===== src/rtl/alu_pkg.sv =====
// ---------------------------------------------------------------------------
// alu_pkg
//
// Purpose:
//   Shared constants for the decode/issue slice that feeds the execute-stage
//   ALU: the 5-bit ALU operation codes, the RV32 major opcodes handled here,
//   the funct7 patterns that select base / alternate / multiply forms, and a
//   helper that maps funct3 onto the base integer operations.
//
// Ports:
//   none (package)
//
// Configuration:
//   ALU_ISSUE_FWD_EN is consumed by alu_issue_stage only; nothing here
//   depends on it.
// ---------------------------------------------------------------------------
package alu_pkg;

  // Width of the operation code driven to the ALU.
  localparam int ALU_OPW = 5;

  // ALU operation codes as understood by the execute stage.
  localparam logic [4:0] ALU_AND  = 5'd0;
  localparam logic [4:0] ALU_OR   = 5'd1;
  localparam logic [4:0] ALU_ADD  = 5'd2;
  localparam logic [4:0] ALU_SUB  = 5'd3;
  localparam logic [4:0] ALU_SLL  = 5'd4;
  localparam logic [4:0] ALU_SRL  = 5'd5;
  localparam logic [4:0] ALU_SRA  = 5'd6;
  localparam logic [4:0] ALU_XOR  = 5'd7;
  localparam logic [4:0] ALU_MUL  = 5'd8;
  localparam logic [4:0] ALU_SLT  = 5'd9;
  localparam logic [4:0] ALU_SLTU = 5'd10;

  // Major opcodes (instr[6:0]) decoded by this stage.
  localparam logic [6:0] OPC_OP     = 7'b0110011;
  localparam logic [6:0] OPC_OP_IMM = 7'b0010011;
  localparam logic [6:0] OPC_LUI    = 7'b0110111;
  localparam logic [6:0] OPC_AUIPC  = 7'b0010111;

  // funct7 patterns: plain integer op, alternate (SUB/SRA), M-extension.
  localparam logic [6:0] F7_BASE   = 7'b0000000;
  localparam logic [6:0] F7_ALT    = 7'b0100000;
  localparam logic [6:0] F7_MULDIV = 7'b0000001;

  // funct3 field values that carry a shift amount instead of a full operand.
  localparam logic [2:0] F3_SLL = 3'b001;
  localparam logic [2:0] F3_SRX = 3'b101;

  // Base integer operation selected by funct3 when funct7 is the plain
  // pattern. OP and OP-IMM share this mapping; SRL here becomes SRA when the
  // alternate funct7 is present, which the caller handles.
  function automatic logic [4:0] base_op(input logic [2:0] funct3);
    logic [4:0] op;
    case (funct3)
      3'b000:  op = ALU_ADD;
      3'b001:  op = ALU_SLL;
      3'b010:  op = ALU_SLT;
      3'b011:  op = ALU_SLTU;
      3'b100:  op = ALU_XOR;
      3'b101:  op = ALU_SRL;
      3'b110:  op = ALU_OR;
      default: op = ALU_AND;
    endcase
    return op;
  endfunction

endpackage


===== src/rtl/alu_op_decode.sv =====
// ---------------------------------------------------------------------------
// alu_op_decode
//
// Purpose:
//   Purely combinational decode of one instruction into the operand pair and
//   operation code that the execute-stage ALU consumes. Handles RV32I OP,
//   OP-IMM, LUI, AUIPC and RV32M MUL; everything else is flagged illegal and
//   turned into a harmless ADD of zeros with write-back suppressed.
//
// Ports:
//   i_instr    in  32    raw instruction word
//   i_pc       in  XLEN  pc of the instruction (AUIPC operand A)
//   i_rs1_data in  XLEN  rs1 value (already forwarded if applicable)
//   i_rs2_data in  XLEN  rs2 value (already forwarded if applicable)
//   o_reg1     out XLEN  ALU operand A
//   o_reg2     out XLEN  ALU operand B
//   o_alu_op   out 5     ALU operation code
//   o_rd       out 5     destination register index
//   o_we       out 1     legal and rd != x0
//   o_illegal  out 1     instruction not handled by this stage
//
// Configuration:
//   no macros; ALU_ISSUE_FWD_EN is resolved before the operands reach here.
// ---------------------------------------------------------------------------
module alu_op_decode #(
  parameter int XLEN = 32
) (
  input  logic [31:0]     i_instr,
  input  logic [XLEN-1:0] i_pc,
  input  logic [XLEN-1:0] i_rs1_data,
  input  logic [XLEN-1:0] i_rs2_data,
  output logic [XLEN-1:0] o_reg1,
  output logic [XLEN-1:0] o_reg2,
  output logic [4:0]      o_alu_op,
  output logic [4:0]      o_rd,
  output logic            o_we,
  output logic            o_illegal
);

  import alu_pkg::*;

  logic [6:0]      w_opcode;
  logic [2:0]      w_funct3;
  logic [6:0]      w_funct7;
  logic [4:0]      w_rd;
  logic [XLEN-1:0] w_imm_i;
  logic [XLEN-1:0] w_imm_u;
  logic [XLEN-1:0] w_shamt_imm;
  logic [XLEN-1:0] w_shamt_reg;
  logic            w_legal;
  logic [XLEN-1:0] w_reg1;
  logic [XLEN-1:0] w_reg2;
  logic [4:0]      w_alu_op;

  // Instruction fields and the immediate forms used as operand B.
  assign w_opcode    = i_instr[6:0];
  assign w_rd        = i_instr[11:7];
  assign w_funct3    = i_instr[14:12];
  assign w_funct7    = i_instr[31:25];
  assign w_imm_i     = XLEN'($signed(i_instr[31:20]));
  assign w_imm_u     = XLEN'($signed({i_instr[31:12], 12'b0}));
  assign w_shamt_imm = XLEN'(i_instr[24:20]);

  // The ALU shifts by its whole operand B, so register shift amounts are
  // trimmed to five bits here rather than in the execute stage.
  assign w_shamt_reg = XLEN'(i_rs2_data[4:0]);

  // Main decode. Operand selection is done first; an illegal encoding then
  // overrides everything to ADD 0,0 so the execute stage sees a benign op
  // while the illegal flag carries the exception downstream.
  always_comb begin
    w_legal  = 1'b0;
    w_reg1   = '0;
    w_reg2   = '0;
    w_alu_op = ALU_ADD;

    case (w_opcode)
      OPC_OP: begin
        w_reg1 = i_rs1_data;
        w_reg2 = i_rs2_data;
        case (w_funct7)
          F7_BASE: begin
            w_legal  = 1'b1;
            w_alu_op = base_op(w_funct3);
            if ((w_funct3 == F3_SLL) || (w_funct3 == F3_SRX)) begin
              w_reg2 = w_shamt_reg;
            end
          end
          F7_ALT: begin
            if (w_funct3 == 3'b000) begin
              w_legal  = 1'b1;
              w_alu_op = ALU_SUB;
            end else if (w_funct3 == F3_SRX) begin
              w_legal  = 1'b1;
              w_alu_op = ALU_SRA;
              w_reg2   = w_shamt_reg;
            end
          end
          F7_MULDIV: begin
            if (w_funct3 == 3'b000) begin
              w_legal  = 1'b1;
              w_alu_op = ALU_MUL;
            end
          end
          default: begin
            w_legal = 1'b0;
          end
        endcase
      end

      OPC_OP_IMM: begin
        w_reg1 = i_rs1_data;
        w_reg2 = w_imm_i;
        case (w_funct3)
          F3_SLL: begin
            w_legal  = (w_funct7 == F7_BASE);
            w_alu_op = ALU_SLL;
            w_reg2   = w_shamt_imm;
          end
          F3_SRX: begin
            w_reg2 = w_shamt_imm;
            if (w_funct7 == F7_BASE) begin
              w_legal  = 1'b1;
              w_alu_op = ALU_SRL;
            end else if (w_funct7 == F7_ALT) begin
              w_legal  = 1'b1;
              w_alu_op = ALU_SRA;
            end
          end
          default: begin
            w_legal  = 1'b1;
            w_alu_op = base_op(w_funct3);
          end
        endcase
      end

      OPC_LUI: begin
        w_legal = 1'b1;
        w_reg1  = '0;
        w_reg2  = w_imm_u;
      end

      OPC_AUIPC: begin
        w_legal = 1'b1;
        w_reg1  = i_pc;
        w_reg2  = w_imm_u;
      end

      default: begin
        w_legal = 1'b0;
      end
    endcase

    if (!w_legal) begin
      w_reg1   = '0;
      w_reg2   = '0;
      w_alu_op = ALU_ADD;
    end
  end

  assign o_reg1    = w_reg1;
  assign o_reg2    = w_reg2;
  assign o_alu_op  = w_alu_op;
  assign o_rd      = w_rd;
  assign o_we      = w_legal && (w_rd != 5'd0);
  assign o_illegal = !w_legal;

endmodule


===== src/rtl/alu_issue_stage.sv =====
// ---------------------------------------------------------------------------
// alu_issue_stage
//
// Purpose:
//   Single-entry issue register between register-file read and the execute
//   stage. Decodes one instruction per valid/ready handshake (via
//   alu_op_decode) and holds Reg1/Reg2/AluOP/rd for the ALU, with stall,
//   flush and a count of ops handed downstream.
//
// Ports:
//   clk          in  1     rising-edge clock
//   rst          in  1     synchronous active-high reset
//   in_valid     in  1     upstream holds an instruction
//   in_ready     out 1     stage accepts this cycle
//   in_instr     in  32    raw instruction
//   in_pc        in  XLEN  pc of the instruction
//   in_rs1_data  in  XLEN  regfile rs1 data
//   in_rs2_data  in  XLEN  regfile rs2 data
//   flush        in  1     kill held entry, drop simultaneous input
//   out_valid    out 1     issue register holds an op
//   out_ready    in  1     execute stage consumes this cycle
//   Reg1         out XLEN  ALU operand A
//   Reg2         out XLEN  ALU operand B
//   AluOP        out OPW   ALU operation code
//   out_rd       out 5     destination register
//   out_we       out 1     write-back enable
//   out_illegal  out 1     undecodable instruction
//   issue_count  out 32    ops consumed downstream (wraps)
//   ex_fwd_valid in  1     (ALU_ISSUE_FWD_EN only) execute result valid
//   ex_fwd_rd    in  5     (ALU_ISSUE_FWD_EN only) execute result rd
//   ex_fwd_data  in  XLEN  (ALU_ISSUE_FWD_EN only) execute result value
//
// Configuration:
//   ALU_ISSUE_FWD_EN - when defined, rs1/rs2 may be taken from the execute
//   stage result instead of the register file.
// ---------------------------------------------------------------------------
module alu_issue_stage #(
  parameter int XLEN = 32,
  parameter int OPW  = 5
) (
  input  logic            clk,
  input  logic            rst,
  input  logic            in_valid,
  output logic            in_ready,
  input  logic [31:0]     in_instr,
  input  logic [XLEN-1:0] in_pc,
  input  logic [XLEN-1:0] in_rs1_data,
  input  logic [XLEN-1:0] in_rs2_data,
  input  logic            flush,
  output logic            out_valid,
  input  logic            out_ready,
  output logic [XLEN-1:0] Reg1,
  output logic [XLEN-1:0] Reg2,
  output logic [OPW-1:0]  AluOP,
  output logic [4:0]      out_rd,
  output logic            out_we,
  output logic            out_illegal,
  output logic [31:0]     issue_count
`ifdef ALU_ISSUE_FWD_EN
  ,
  input  logic            ex_fwd_valid,
  input  logic [4:0]      ex_fwd_rd,
  input  logic [XLEN-1:0] ex_fwd_data
`endif
);

  import alu_pkg::*;

  logic [XLEN-1:0] w_rs1_data;
  logic [XLEN-1:0] w_rs2_data;
  logic [XLEN-1:0] w_dec_reg1;
  logic [XLEN-1:0] w_dec_reg2;
  logic [4:0]      w_dec_op;
  logic [4:0]      w_dec_rd;
  logic            w_dec_we;
  logic            w_dec_illegal;
  logic            w_accept;
  logic            w_issue;

  logic            r_valid;
  logic [XLEN-1:0] r_reg1;
  logic [XLEN-1:0] r_reg2;
  logic [OPW-1:0]  r_alu_op;
  logic [4:0]      r_rd;
  logic            r_we;
  logic            r_illegal;
  logic [31:0]     r_issue_count;

`ifdef ALU_ISSUE_FWD_EN
  logic w_fwd_rs1;
  logic w_fwd_rs2;

  // Bypass from the execute stage. x0 is never forwarded since it reads as
  // zero. LUI/AUIPC never look at rs data, so muxing ahead of decode leaves
  // their operands untouched.
  assign w_fwd_rs1  = ex_fwd_valid && (ex_fwd_rd == in_instr[19:15]) &&
                      (in_instr[19:15] != 5'd0);
  assign w_fwd_rs2  = ex_fwd_valid && (ex_fwd_rd == in_instr[24:20]) &&
                      (in_instr[24:20] != 5'd0);
  assign w_rs1_data = w_fwd_rs1 ? ex_fwd_data : in_rs1_data;
  assign w_rs2_data = w_fwd_rs2 ? ex_fwd_data : in_rs2_data;
`else
  assign w_rs1_data = in_rs1_data;
  assign w_rs2_data = in_rs2_data;
`endif

  alu_op_decode #(
    .XLEN(XLEN)
  ) u_decode (
    .i_instr    (in_instr),
    .i_pc       (in_pc),
    .i_rs1_data (w_rs1_data),
    .i_rs2_data (w_rs2_data),
    .o_reg1     (w_dec_reg1),
    .o_reg2     (w_dec_reg2),
    .o_alu_op   (w_dec_op),
    .o_rd       (w_dec_rd),
    .o_we       (w_dec_we),
    .o_illegal  (w_dec_illegal)
  );

  // Single-entry register: room exists when empty or draining this cycle.
  // During flush the held entry dies anyway, so ready is forced high to let
  // upstream drain; whatever it offers that cycle is dropped.
  assign in_ready = !r_valid || out_ready || flush;
  assign w_accept = in_valid && in_ready && !flush;
  assign w_issue  = r_valid && out_ready && !flush;

  // Issue register, handshake and downstream op counter. Payload registers
  // load only on accept, so a stalled entry holds every output stable.
  always_ff @(posedge clk) begin
    if (rst) begin
      r_valid       <= 1'b0;
      r_reg1        <= '0;
      r_reg2        <= '0;
      r_alu_op      <= OPW'(ALU_ADD);
      r_rd          <= 5'd0;
      r_we          <= 1'b0;
      r_illegal     <= 1'b0;
      r_issue_count <= 32'd0;
    end else begin
      if (flush) begin
        r_valid <= 1'b0;
      end else if (w_accept) begin
        r_valid   <= 1'b1;
        r_reg1    <= w_dec_reg1;
        r_reg2    <= w_dec_reg2;
        r_alu_op  <= OPW'(w_dec_op);
        r_rd      <= w_dec_rd;
        r_we      <= w_dec_we;
        r_illegal <= w_dec_illegal;
      end else if (out_ready) begin
        r_valid <= 1'b0;
      end

      if (w_issue) begin
        r_issue_count <= r_issue_count + 32'd1;
      end
    end
  end

  assign out_valid   = r_valid;
  assign Reg1        = r_reg1;
  assign Reg2        = r_reg2;
  assign AluOP       = r_alu_op;
  assign out_rd      = r_rd;
  assign out_we      = r_we;
  assign out_illegal = r_illegal;
  assign issue_count = r_issue_count;

endmodule


===== config.mk =====
export PLATFORM = sky130hd
export DESIGN_NAME = alu_issue_stage
export DESIGN_NICKNAME = d
export VERILOG_FILES = /design/src/rtl/alu_pkg.sv /design/src/rtl/alu_op_decode.sv /design/src/rtl/alu_issue_stage.sv
export SDC_FILE = /design/constraint.sdc
export NUM_CORES = 1
export LEC_CHECK = 0
export CAP_MARGIN = 20
export CORE_AREA = 3 3 105 117
export DETAILED_ROUTE_END_ITERATION = 7
export DIE_AREA = 0 0 108 120
export PLACE_DENSITY = 0.86
export SYNTH_ARGS = -nofsm -noshare
export SYNTH_HDL_FRONTEND = slang
export SYNTH_SLANG_ARGS = --single-unit

===== constraint.sdc =====
create_clock -name clk -period 4.96 [get_ports clk]
set_clock_uncertainty 0.15 [all_clocks]
set_input_delay 0.496 -clock clk [delete_from_list [all_inputs] [get_ports clk]]
set_output_delay 0.496 -clock clk [all_outputs]
set_load 0.02 [all_outputs]

==> PnR_summary.wiki, run 1 <==
{| class="wikitable"
! Metric !! Value
|-
| Outcome || finished, final reports clean
|-
| Antenna violations before repair || 0
|-
| Skew-Pair Late Insertion Delay || 0.34 ns
|-
| Antenna cell count || 0
|-
| Post-Synthesis Cells || around 570
|-
| Cell total after placement || just over 900
|-
| Ratio of cells with drive above 1 in the final layout || 7.75%
|-
| Required time at the worst-slack endpoint || 5.03 ns
|-
| DRC violations left || 0
|-
| Post-DRT Antenna Nets || 0
|-
| Max-cap check violation count || 0
|-
| Final setup fails || 0
|-
| TritonCTS clock tree || built
|-
| Hold-fix buffers, CTS || 0
|-
| Clock-pin transition on the worst setup and hold timing paths || 0.07 ns
|-
| Number of instances resized during post-cts repair || 0
|-
| Max rail drop VDD || ~0.0002 V
|-
| Number of endpoints with negative hold slack in the final report || 0
|-
| Upper clock frequency limit || 307 MHz
|-
| Worst r2r path cells || 5
|-
| Core area || 11300 um2
|-
| Per-instance average area after synthesis || roughly 8.7 um2
|-
| Startpoint types || input port
|-
| Most common cell after layout, fill and taps aside || clkdlybuf4s50_1
|-
| Area added between synthesis and finish || 57.9%
|-
| Synth Warn # || 0
|-
| Async S/R FF share, synth || 0%
|-
| PortBufs || about 240
|-
| Share of the clock period used by the worst path after layout || between 60% and 70%
|-
| Global-route wire length before repair || between 20000 and 30000 um
|-
| Root cell of the clock tree || clkbuf_16
|-
| Cell variety after synth || between 50 and 60
|-
| Total number of clock tree sinks || approximately 110
|-
| Number of non-filler instances in the completed layout || between 900 and 1000
|-
| Data arrival, critical path || between 3 and 4 ns
|-
| Clk pwr share || around two fifths
|-
| Count of state elements after synthesis || about 110
|-
| H-tree levels || 3
|-
| Count of standard-cell rows || just over 40
|-
| Post-route setup TNS || 0 ns
|-
| Net count reported at finish || around 920
|-
| Design internal power || between 1.5 and 2 mW
|-
| Setup crit end kind || register
|-
| Reg-to-Reg Start || out_valid$_SDFFE_PP0P_
|-
| Die X || 108 um
|-
| PD cells || roughly 270 nW/um2
|-
| Final Core Density || between 60 and 70%
|-
| Rel. slew slack || 30.5%
|-
| DRC violation total after the first TritonRoute iteration || just under 300
|-
| Global-route congestion overflow total || 0
|-
| Net switching component of the power || 501 uW
|-
| Number of clock buffers inserted by TritonCTS || 9
|-
| Worst Hold Path EP || out_rd[2]$_SDFFE_PP0P_
|-
| Final number of max-transition violations || 0
|-
| Critical Path Fanout Max || 40
|-
| First-pass iteration count of the detailed router || 4
|-
| Vias per Instance || between 5 and 6
|-
| Primary flip-flop cell chosen by synthesis mapping || dfxtp_1
|-
| Sequential Power Share || 43.8%
|-
| Cell count of the worst hold path || 2
|-
| Commonest cells after routing, fill and taps aside || 241 x clkdlybuf4s50_1, 108 x dfxtp_1, 108 x nor2_1, 46 x nor3_1, 38 x a221oi_1
|-
| Portion of the post-synthesis area used by sequential elements || a little over two fifths
|-
| Last weighted congestion value of the routability-driven placer || between 0.8 and 0.9
|-
| HPWL after detailed placement || 12800 um
|-
| Hold Path Origin || out_rd[2]$_SDFFE_PP0P_
|-
| Switching Share || between 20% and 30%
|-
| FF-to-FF End || issue_count[24]$_SDFFE_PP0P_
|-
| Aggregate global-route resource usage || about a quarter
|-
| Combined area of all synthesized cells || 4930 um2
|-
| Share of power burned in combinational logic || between 10% and 20%
|-
| Type of the most critical hold path || reg -> reg
|-
| Lkg Pwr || approximately 2.7 nW
|-
| Y dimension of the die || ~120 um
|-
| Setup repair bufs after CTS || 0
|-
| Per-cell routed wire length || about 18 um
|-
| Type of the worst setup path || in -> reg
|-
| Number of synthesized flops with an enable pin || 0
|-
| Die area || between 10000 and 15000 um2
|-
| Num ports || about 240
|-
| Setup slack of the most critical reg-to-reg path || about 2.6 ns
|-
| Syn_nets || about 700
|-
| Via count of the first global-routing pass || 5512
|-
| RSZ-0062 raised after global routing || false
|-
| Maximum root-to-sink buffer count || 2
|-
| Tightest Pin Transition || ~1.0 ns
|-
| DRT Wirelength || between 15000 and 20000 um
|-
| Pin count of the biggest net entering global routing || 72
|-
| Time the worst path needs with I/O delays and setup || 3.25 ns
|-
| Starting Density || 43.4%
|-
| Via Count || roughly 5300
|}
## worst max-delay path, stage by stage
cell and delay [ns]:
clkdlybuf4s50_1 0.89, inv_1 0.20, nand3_1 0.15, a31o_2 0.13, a41o_2 0.87, buf_4 0.44
nor3_1 0.11
## metrics by stage
stage	hold WS, ns	area [um2]	total power [mW]	setup WS, ns
4_1_cts	0.310	7760	2.10	1.75
3_3_place_gp	0.296	7410	1.27	1.46
2_1_floorplan	0.385	4930	1.08	2.71
6_report	0.308	7780	2.08	1.71
3_5_place_dp	0.300	7410	1.28	1.41
5_1_grt	0.331	7780	2.16	1.55
## power by group through the flow
stage / sequential, mW / clock [mW] / combinational [mW]
finish: 0.913 / 0.825 / 0.346
global route: 0.915 / 0.876 / 0.367
CTS: 0.912 / 0.838 / 0.345
detailed placement: 0.932 / 0 / 0.343
global placement: 0.931 / 0 / 0.336
floorplan: 0.963 / 0 / 0.114
## layer usage
layer | global-route usage (%) | wire length [um]
met5 | 0 | 0
met4 | 11.7 | 427
met3 | 6.46 | 1450
met2 | 45.7 | 8730
met1 | 29.3 | 6500
## Yosys cell counts (all sizes together), types with 4 or more instances
cell type	number	area share [%]
mux2i	5	1.0
nor3	49	5.3
a22oi	20	3.0
xnor2	6	1.1
nand3	18	1.8
a221oi	38	6.8
xor2	25	4.4
nor2	109	8.3
a211oi	22	5.5
and3	4	0.51
and4	6	1.1
clkbuf	37	2.8
inv	6	0.46
nor4	5	0.76
dfxtp	108	44
a21oi	19	1.9
nand2	28	2.1
nand4	13	1.7
buf	10	1.4
## worst max-delay path by stage
stage	startpoint	to	slack, ns	cells after the start
finish	in_instr[5]	Reg2[9]$_SDFFE_PP0P_	1.71	7
global route	in_instr[0]	Reg1[18]$_SDFFE_PP0P_	1.55	8
CTS	in_instr[0]	Reg2[9]$_SDFFE_PP0P_	1.75	8
detailed placement	in_instr[2]	Reg2[8]$_SDFFE_PP0P_	1.41	8
global placement	in_instr[2]	Reg1[6]$_SDFFE_PP0P_	1.46	8
floorplan	in_instr[26]	Reg2[23]$_SDFFE_PP0P_	2.71	6
## area by class of cell
cell class	count	area, um2
clock buffer	10	239
inverter	6	22.5
sequential	108	2160
multi-input combinational	406	2560
fill	883	3560
timing repair buffer	251	2490
clock inverter	6	111
tap	150	188
## flip-flops by register name, indices dropped and copies added (netlist names)
name and flops:
Reg1 32, Reg2 32, issue_count 32, out_rd 5
AluOP 4, out_illegal 1, out_valid 1, out_we 1
## kinds of logic after synthesis
logic type	count (synthesis)	share of synthesized area, %
compound gates	117	20.2
other cells	1	0.0761
xor+xnor	31	5.51
simple gates	251	24.4
buf+inv	53	4.67
mux	5	1.02
flops	108	43.9
fa+ha+maj	1	0.254
(Power assumes the default switching activity.)
==> run 2: changes to the inputs <==
--- a/config.mk
+++ b/config.mk
@@ -6,10 +6,10 @@
 export NUM_CORES = 1
 export LEC_CHECK = 0
 export CAP_MARGIN = 20
-export CORE_AREA = 3 3 105 117
+export CORE_AREA = 3 3 115 128
 export DETAILED_ROUTE_END_ITERATION = 7
-export DIE_AREA = 0 0 108 120
-export PLACE_DENSITY = 0.86
+export DIE_AREA = 0 0 118 131
+export PLACE_DENSITY = 0.76
 export SYNTH_ARGS = -nofsm -noshare
 export SYNTH_HDL_FRONTEND = slang
 export SYNTH_SLANG_ARGS = --single-unit
==> constraint.sdc (replaced) <==
create_clock -name clk -period 2.9 [get_ports clk]
set_clock_uncertainty 0.15 [all_clocks]
set_input_delay 0.29 -clock clk [delete_from_list [all_inputs] [get_ports clk]]
set_output_delay 0.29 -clock clk [all_outputs]
set_load 0.02 [all_outputs]
==> run 2 against run 1 <==
Global-route usage down 5.0 points. Non-clock buffer count is 15 higher. Critical path depth unchanged. Largest power group unchanged. Clock-buffer cell count up 2. Sequential share of layout area is 0.41 points lower. Via count decreased by 1.8%. Flip-flop and latch count stayed put. Highest routed layer unchanged. First-iteration DRC count up 45%. Sequential power up 71%.
==> PnR_summary.wiki, run 2 (same netlist as run 1, synthesis figures left out) <==
{| class="wikitable"
! Metric !! Value
|-
| Total of fill cells in the finished design || 1213 (+37%)
|-
| Area of all placed cells without fillers || 7900 um2 (+1.5%)
|-
| Clock-pin transition on the worst setup and hold timing paths || 0.07 ns (about the same)
|-
| Antenna violations before repair || 0 (unchanged)
|-
| Data arrival, critical path || 2.51 ns (-0.81 ns)
|-
| Global-route congestion overflow total || 0 (unchanged)
|-
| Via Count || 5234 (-1.8%)
|-
| Share of the clock period used by the worst path after layout || 83.7%
|-
| Net count reported at finish || 931 (+1.6%)
|-
| Last weighted congestion value of the routability-driven placer || 0.885 (+2.8%)
|-
| Cell count of the worst hold path || 2 (unchanged)
|-
| Maximum root-to-sink buffer count || 2 (unchanged)
|-
| Final number of max-transition violations || 0 (unchanged)
|-
| Total number of clock tree sinks || 108 (unchanged)
|-
| Worst Setup Slack post-DPL || 0.144 ns (-1.27 ns)
|-
| Pin count of the biggest net entering global routing || 44 (-39%)
|-
| Setup repair bufs after CTS || 0 (unchanged)
|-
| RSZ-0062 raised after global routing || false
|-
| Antenna cell count || 0 (unchanged)
|-
| Vias per Instance || 5.29 (-7.0%)
|-
| Starting Density || 36.0% (-7.4 points)
|-
| Type of the most critical hold path || reg -> reg
|-
| H-tree levels || 3 (unchanged)
|-
| Root cell of the clock tree || clkbuf_16
|-
| Slowest cell on the critical path || or4_4
|-
| Setup slack of the most critical reg-to-reg path || 0.88 ns (-1.73 ns)
|-
| Ratio of cells with drive above 1 in the final layout || 9.24% (+1.5 points)
|-
| Reg-to-Reg Start || issue_count[8]$_SDFFE_PP0P_
|-
| Startpoint types || input port
|-
| Setup crit end kind || register
|-
| Worst r2r path cells || 5 (unchanged)
|-
| Final setup fails || 0 (unchanged)
|-
| Die area || 15500 um2 (+19%)
|-
| Post-DP Area || 7620 um2 (+2.8%)
|-
| Time the worst path needs with I/O delays and setup || ~2.4 ns
|-
| Worst Hold Path EP || AluOP[3]$_SDFFE_PP0P_
|-
| Via count of the first global-routing pass || 5059 (-8.2%)
|-
| Upper clock frequency limit || just over 400 MHz
|-
| TritonCTS clock tree || built
|-
| Hold Path Origin || AluOP[3]$_SDFFE_PP0P_
|-
| DRC violations left || 0 (unchanged)
|-
| FF-to-FF End || issue_count[31]$_SDFFE_PP0P_
|-
| Outcome || finished, final reports clean
|-
| HPWL after detailed placement || 13000 um (+0.97%)
|-
| Count of standard-cell rows || 45 (+9.8%)
|-
| Y dimension of the die || 131 um (+9.2%)
|-
| Per-cell routed wire length || 17.3 um (-5.2%)
|-
| Max-cap check violation count || 0 (unchanged)
|-
| Number of clock buffers inserted by TritonCTS || 9 (unchanged)
|-
| Critical Path Fanout Max || 27 (-33%)
|-
| Required time at the worst-slack endpoint || 2.98 ns (-2.05 ns)
|-
| Aggregate global-route resource usage || 21.0% (-5.0 points)
|-
| Post-route setup TNS || 0 ns (unchanged)
|-
| Area added between synthesis and finish || 60.3%
|-
| Global-route wire length before repair || 26300 um (-2.2%)
|-
| Commonest cells after routing, fill and taps aside || 241 x clkdlybuf4s50_1, 108 x dfxtp_1, 108 x nor2_1, 46 x nor3_1, 38 x a221oi_1
|-
| Lkg Pwr || 2.73 nW (+2.0%)
|-
| Post-DRT Antenna Nets || 0 (unchanged)
|-
| Skew-Pair Late Insertion Delay || 0.35 ns (about the same)
|-
| Largest incremental delay on the critical path || 0.61 ns (-0.28 ns)
|-
| DRT Wirelength || 17100 um (about the same)
|-
| Num ports || 243 (unchanged)
|-
| Final Core Density || 57.7% (-11 points)
|-
| Core area || 13700 um2 (+21%)
|-
| Number of endpoints with negative hold slack in the final report || 0 (unchanged)
|-
| Most common cell after layout, fill and taps aside || clkdlybuf4s50_1
|-
| Number of instances resized during post-cts repair || 0 (unchanged)
|-
| First-pass iteration count of the detailed router || 4 (unchanged)
|-
| Final worst-path setup slack || 0.474 ns (-1.23 ns)
|-
| Hold-fix buffers, CTS || 0 (unchanged)
|-
| Type of the worst setup path || in -> reg
|-
| PortBufs || 241 (unchanged)
|-
| Critical path, cell by cell || clkdlybuf4s50_1 > or4_4 > nor3_2 > a41oi_2 > buf_4 > a221oi_1 > nor3_1
|-
| PD cells || 423 nW/um2 (+58%)
|-
| Max rail drop VDD || 0.000226 V (+14%)
|-
| DRC violation total after the first TritonRoute iteration || 433 (+45%)
|-
| Die X || 118 um (+9.3%)
|}
run 2: power breakdown:
part	internal (mW)	leakage, nW	total [mW]	switching [mW]
combinational	0.323	1.72	0.607	0.284
clock	0.628	0.135	1.17	0.546
sequential	1.53	0.878	1.56	0.0295
total	2.48	2.73	3.34	0.859
run 2: final cells by class:
type                       instances  area [um2]  share of cell area [%]
timing repair buffer             266        2640                    33.4
sequential                       108        2160                    27.4
clock buffer                      12         256                    3.25
tap                              188         235                    2.98
clock inverter                     3        21.3                   0.269
multi-input combinational        406        2560                    32.4
inverter                           6        22.5                   0.285
run 2: worst max path at each step:
stage / from / end / slack [ns] / cells after the start
after floorplan: issue_count[0]$_SDFFE_PP0P_ / issue_count[18]$_SDFFE_PP0P_ / 0.84 / 6
after global placement: in_instr[26] / Reg2[6]$_SDFFE_PP0P_ / 0.24 / 7
after detailed placement: in_instr[26] / Reg2[5]$_SDFFE_PP0P_ / 0.14 / 7
after CTS: in_instr[26] / Reg2[5]$_SDFFE_PP0P_ / 0.52 / 7
after global routing: in_instr[26] / Reg2[5]$_SDFFE_PP0P_ / 0.39 / 7
final: in_instr[26] / Reg2[5]$_SDFFE_PP0P_ / 0.47 / 7
run 2: worst max-delay path, delay by kind of cell:
family / cells / cell delay [ns]
simple gates: 3 / 0.92
buf+inv: 2 / 0.76
compound gates: 2 / 0.51
run 2: routing by layer:
layer / global-route usage (%) / wire [um] / share of wire (%)
met1: 25.6 / 7070 / 41
met2: 36.7 / 8680 / 51
met3: 4.91 / 1060 / 6.2
met4: 7.17 / 314 / 1.8
met5: 0 / 0 / 0
run 2: through the flow:
step	total power [mW]	hold slack [ns]	instances
after global placement	2.19	0.296	974
final	3.34	0.310	989
after CTS	3.37	0.311	989
after floorplan	1.84	0.276	567
after global routing	3.47	0.329	989
after detailed placement	2.20	0.301	974
